==> config.mk <==
export PLATFORM = sky130hd
export DESIGN_NAME = decoder_pipe
export DESIGN_NICKNAME = d
export VERILOG_FILES = /design/src/rtl/decoder_pipe_pkg.sv /design/src/rtl/decoder_pipe_skid.sv /design/src/rtl/decoder_pipe.sv
export SDC_FILE = /design/constraint.sdc
export NUM_CORES = 1
export LEC_CHECK = 0
export CAP_MARGIN = 30
export CELL_PAD_IN_SITES_DETAIL_PLACEMENT = 1
export CELL_PAD_IN_SITES_GLOBAL_PLACEMENT = 1
export CORE_MARGIN = 2
export CORE_UTILIZATION = 47
export CTS_BUF_LIST = sky130_fd_sc_hd__clkbuf_4 sky130_fd_sc_hd__clkbuf_8
export DETAILED_ROUTE_END_ITERATION = 6
export GPL_TIMING_DRIVEN = 0
export MAX_ROUTING_LAYER = met4
export PLACE_DENSITY_LB_ADDON = 0.1
export REMOVE_ABC_BUFFERS = 1
export SETUP_SLACK_MARGIN = 0.1
export SLEW_MARGIN = 20
export SYNTH_ARGS = -nofsm -noshare
export SYNTH_HDL_FRONTEND = slang
export SYNTH_SLANG_ARGS = --single-unit
==> constraint.sdc <==
create_clock -name clk -period 2.4 [get_ports clk]
set_input_delay 0.72 -clock clk [delete_from_list [all_inputs] [get_ports clk]]
set_output_delay 0.72 -clock clk [all_outputs]
set_load 0.01 [all_outputs]
==> src/rtl/decoder_pipe_pkg.sv <==
// Shared types and the decode helper for decoder_pipe.
package decoder_pipe_pkg;

  typedef enum logic [1:0] {
    EMPTY = 2'd0,
    ONE   = 2'd1,
    FULL  = 2'd2
  } skid_state_t;

  localparam int unsigned DEC_MAX_W = 256;

  typedef logic [DEC_MAX_W:0] dec_vec_t;

  // Returns the word in bits [out_w-1:0] and err in bit out_w, so callers
  // truncate the result to out_w+1 bits to get {err, word}.
  function automatic dec_vec_t dec_word(input logic [31:0] code, input int unsigned out_w,
                                        input logic en, input logic thermo);
    dec_vec_t res;
    res = '0;
    if (en) begin
      if (code >= out_w) begin
        for (int unsigned i = 0; i < DEC_MAX_W; i++) begin
          res[i] = thermo && (i < out_w);
        end
        res[out_w] = 1'b1;
      end else begin
        for (int unsigned i = 0; i < DEC_MAX_W; i++) begin
          res[i] = thermo ? (i <= code) : (i == code);
        end
      end
    end else begin
      res = '0;
    end
    return res;
  endfunction

endpackage

==> src/rtl/decoder_pipe_skid.sv <==
// Generic 2-entry valid/ready skid buffer with registered in_ready/out_valid.
module dec_skid_buf
  import decoder_pipe_pkg::*;
#(
  parameter int WIDTH = 17
) (
  input  logic             clk,
  input  logic             rst_n,
  input  logic             in_valid,
  output logic             in_ready,
  input  logic [WIDTH-1:0] in_data,
  output logic             out_valid,
  input  logic             out_ready,
  output logic [WIDTH-1:0] out_data
);

  skid_state_t      state_r, state_nxt_s;
  logic [WIDTH-1:0] or_r, sk_r;
  logic             in_ready_r, out_valid_r;
  logic             accept_s, xfer_s;
  logic             load_or_s, load_sk_s, or_from_sk_s;

  assign accept_s  = in_valid && in_ready_r;
  assign xfer_s    = out_valid_r && out_ready;
  assign in_ready  = in_ready_r;
  assign out_valid = out_valid_r;
  assign out_data  = or_r;

  // Next-state and register-load selection.
  always_comb begin
    state_nxt_s  = state_r;
    load_or_s    = 1'b0;
    load_sk_s    = 1'b0;
    or_from_sk_s = 1'b0;
    case (state_r)
      EMPTY: begin
        if (accept_s) begin
          load_or_s   = 1'b1;
          state_nxt_s = ONE;
        end else begin
          state_nxt_s = EMPTY;
        end
      end
      ONE: begin
        if (accept_s && xfer_s) begin
          load_or_s   = 1'b1;
          state_nxt_s = ONE;
        end else if (accept_s) begin
          load_sk_s   = 1'b1;
          state_nxt_s = FULL;
        end else if (xfer_s) begin
          state_nxt_s = EMPTY;
        end else begin
          state_nxt_s = ONE;
        end
      end
      FULL: begin
        if (xfer_s) begin
          or_from_sk_s = 1'b1;
          state_nxt_s  = ONE;
        end else begin
          state_nxt_s = FULL;
        end
      end
      default: state_nxt_s = EMPTY;
    endcase
  end

  // State and handshake registers; flags follow the next state.
  always_ff @(posedge clk or negedge rst_n) begin
    if (!rst_n) begin
      state_r     <= EMPTY;
      in_ready_r  <= 1'b1;
      out_valid_r <= 1'b0;
    end else begin
      state_r     <= state_nxt_s;
      in_ready_r  <= (state_nxt_s != FULL);
      out_valid_r <= (state_nxt_s != EMPTY);
    end
  end

  // Output and skid data registers.
  always_ff @(posedge clk or negedge rst_n) begin
    if (!rst_n) begin
      or_r <= '0;
      sk_r <= '0;
    end else begin
      if (load_or_s) begin
        or_r <= in_data;
      end else if (or_from_sk_s) begin
        or_r <= sk_r;
      end
      if (load_sk_s) begin
        sk_r <= in_data;
      end
    end
  end

endmodule

==> src/rtl/decoder_pipe.sv <==
// Pipelined binary-to-one-hot decoder with valid/ready on both sides.
// Define DECODER_PIPE_THERMO_EN to add the thermo_mode input (thermometer decode).
module decoder_pipe
  import decoder_pipe_pkg::*;
#(
  parameter int IN_W  = 4,
  parameter int OUT_W = 16
) (
  input  logic             clk,
  input  logic             rst_n,
  input  logic             in_valid,
  output logic             in_ready,
  input  logic [IN_W-1:0]  binary_in,
  input  logic             enable,
`ifdef DECODER_PIPE_THERMO_EN
  input  logic             thermo_mode,
`endif
  output logic             out_valid,
  input  logic             out_ready,
  output logic [OUT_W-1:0] decoder_out,
  output logic             range_err
);

  logic             thermo_s;
  logic [OUT_W:0]   din_s;
  logic [OUT_W:0]   dout_s;

`ifdef DECODER_PIPE_THERMO_EN
  assign thermo_s = thermo_mode;
`else
  assign thermo_s = 1'b0;
`endif

  // Decode on the input side; the buffer stores {range_err, word}.
  assign din_s = (OUT_W+1)'(dec_word(32'(binary_in), OUT_W, enable, thermo_s));

  dec_skid_buf #(
    .WIDTH(OUT_W + 1)
  ) u_skid (
    .clk      (clk),
    .rst_n    (rst_n),
    .in_valid (in_valid),
    .in_ready (in_ready),
    .in_data  (din_s),
    .out_valid(out_valid),
    .out_ready(out_ready),
    .out_data (dout_s)
  );

  assign decoder_out = dout_s[OUT_W-1:0];
  assign range_err   = dout_s[OUT_W];

endmodule

==> flow_metrics.py <==
metrics = {
    "outcome": {
        "status": "finished, final reports clean",
    },
    "cts": {
        "ctsResizeCount": 0,
        "cts_tree": "yes",
        "clkSinkCount": 36,
        "cts-hold-fix-buffers": 0,
        "worstSkewPairLatency_ns": 0.29,
        "h-tree-depth": 2,
        "cts-root-buf": "clkbuf_8",
        "cts_buffers": 5,
        "clkTransAtPathRegs_ns": 0.07,
        "clockBufferDepth": 2,
    },
    "logic_synthesis": {
        "yosysSeqAreaShare_pct": 52.0,
        "synthesis.area_mm2": 0.00174,
        "yosysWarnings": 0,
        "syn_inst": 143,
        "synth_area_per_cell_um2": 12.1,
        "synth_cell_type_count": 26,
        "ys_ff_latch": 36,
    },
    "layout": {
        "fin_cells": 231,
        "drive_gt1_share_pct": 14.2,
        "regArea_um2": 902,
        "multi_input_area_um2": 711,
        "nets": 191,
        "fill_cells": 386,
        "final_cell_mix": "mux2i_1 (48), dfrtp_1 (35), clkdlybuf4s50_1 (25)",
        "final_common_cell": "mux2i_1",
        "diodes": 0,
        "areaGrowthSynthToFinish_pct": 27.6,
    },
    "setup_path": {
        "crit_start": "u_skid.in_ready",
        "rrSetupSlack_ns": 0.88,
        "path_delay_family": "flip-flops",
        "cp-end-kind": "output port",
        "critPathMaxStageDelay_ns": 0.56,
        "critPathArrivalTime_ns": 1.38,
        "r2r-start": "u_skid.out_valid",
        "rr_worst_depth": 4,
        "path_class": "reg -> out",
        "cp_cell_sequence": "clkdlybuf4s50_1",
        "path_max_fanout": 3,
        "cp_slowest_cell": "dfstp_2",
        "critPathRequiredTime_ns": 1.68,
        "start_kind": "flip-flop",
        "endpoint": "in_ready",
        "reg2reg_to": "u_skid.sk_r[12]",
        "path_buf_inv": 1,
        "crit_cells": 1,
    },
    "floorplanning": {
        "die_height_um": 64.8,
        "fp.dieW_um": 64.8,
        "coreArea_mm2": 0.00361,
        "initial_core_util_pct": 48.1,
        "ios": 28,
        "row_count": 22,
        "dieArea_mm2": 0.00419,
    },
    "place": {
        "dp.final_hpwl_mm": 2.96,
        "dp_slack_ns": -0.233,
        "placed_cells": 216,
        "gp_congestion": 0.708,
        "port_buffers": 26,
    },
    "power_and_ir_drop": {
        "seqPwrFrac_pct": 41.9,
        "power_density_mw_per_mm2": 927,
        "p_int_mw": 1.40,
        "switching_share_pct": 31.9,
        "leakagePower_nw": 1.06,
        "combPwrFrac_pct": 35.3,
        "ir_worst_vdd_mv": 0.388,
        "pwr-share-clk_pct": 22.8,
        "p_sw_mw": 0.655,
        "totalPowerFinal_mw": 2.05,
    },
    "sta": {
        "rsz0062_at_grt": "no",
        "fin_crit_sh_pct": 87.6,
        "maxSlewViolCount": 0,
        "hold_viol": 0,
        "max_freq_mhz": 476,
        "setup_tns_ns": 0,
        "worst_slack_ns": 0.298,
        "final-setup-viol-count": 0,
        "slew_headroom_pct": 63.1,
        "skew_ns": 0.00278,
        "finalHoldWorstSlack_ns": 0.345,
        "fin_crit_ns": 2.10,
        "worst_pin_slew_ns": 0.552,
    },
    "routing": {
        "first_iter_violations": 21,
        "drcViolationCount": 0,
        "dr.pass1.iters": 4,
        "via_count": 1200,
        "finalWirelength_mm": 4.00,
        "detail_route.wl_per_cell_um": 17.3,
        "viasPerCell": 5.19,
        "detail-route-antenna-nets": 0,
    },
    "hold_path": {
        "holdCritPathClass": "in -> async",
    },
    "global_route": {
        "antenna_found_initial": 0,
        "grt_pass1_vias": 1402,
        "grt_max_degree": 23,
        "grt_pass1_wl_mm": 6.98,
        "grt_remaining_overflow": 0,
        "gr-usage-all-layers_pct": 23.0,
    },
    "flow_run": {
        "maxCapViolations": 0,
    },
}
[worst register-to-register path, stage by stage (launching register included)]
cell and delay [ns]:
dfrtp_1 0.44, a21boi_4 0.26, nor3b_4 0.30, buf_4 0.23, mux2i_1 0.22
[what timing repair did]
item,CTS,global route
pin swaps,0,1
gates cloned,0,0
endpoints found under the setup margin,6,7
setup buffers,2,5
[cells in the mapped netlist (all sizes together)]
library cell,n,area [um^2]
nor3,1,16.3
and3,1,6.26
nor2,2,7.51
inv,16,60.1
dfstp,1,26.3
nand4b,1,8.76
or2,1,6.26
nand2,13,51.3
conb,1,3.75
nand2b,1,6.26
xor2,1,8.76
dfrtp,35,876
a21boi,1,18.8
o21ai,2,10.0
buf,6,68.8
nor3b,2,20.0
mux2i,48,480
nor2b,2,12.5
a21oi,2,10.0
and3b,2,17.5
nand3,4,20.0
[state kept, by name, indices dropped and copies added (netlist names)]
name and count:
u_skid.in_ready 1, u_skid.out_data 16, u_skid.out_valid 1, u_skid.sk_r 16, u_skid.state_r 2
[through the flow]
stage | cell area [um^2] | utilization (%)
after floorplan | 1670 | -
after global placement | 1990 | 55.1
after detailed placement | 2060 | 57.3
after CTS | 2180 | 60.4
after global routing | 2210 | 61.4
final | 2210 | 61.4
[cell type report]
type | count | share of cell area [%]
clock buffer | 8 | 4.41
multi-input combinational | 85 | 32.1
timing repair buffer | 38 | 17.3
sequential | 36 | 40.7
tap | 48 | 2.71
inverter | 16 | 2.71
[power groups by stage]
stage	Clock, mW	Sequential, mW	Combinational (mW)
6_report	0.468	0.859	0.725
2_1_floorplan	0	0.871	0.369
5_1_grt	0.507	0.881	0.783
3_5_place_dp	0	0.871	0.678
4_1_cts	0.482	0.860	0.694
3_3_place_gp	0	0.848	0.607
[per-layer routing]
metal | track usage (%) | part of all wire, %
met4 | 5.59 | 1.1
met3 | 5.21 | 3.0
met1 | 27.1 | 43
met5 | - | 0
met2 | 40.1 | 53
[worst min-delay path by stage]
stage | start | endpoint | slack (ns) | depth (start not counted)
after floorplan | rst_n | u_skid.out_data[0] | 0.42 | 0
after global placement | u_skid.sk_r[14] | u_skid.sk_r[14] | 0.50 | 2
after detailed placement | u_skid.sk_r[14] | u_skid.sk_r[14] | 0.52 | 2
after CTS | rst_n | u_skid.out_data[10] | 0.35 | 1
after global routing | rst_n | u_skid.sk_r[9] | 0.36 | 1
final | rst_n | u_skid.sk_r[9] | 0.35 | 1
[cell families after synthesis]
family	synth area share [%]
AOI/OAI and AO/OA	2.23
xor gates and xnor gates	0.505
buffers and inverters	7.43
DFF	52.0
muxes	27.7
other	0.216
and+or+nand+nor	9.95
Note: power is estimated with default switching activity, not from simulation.
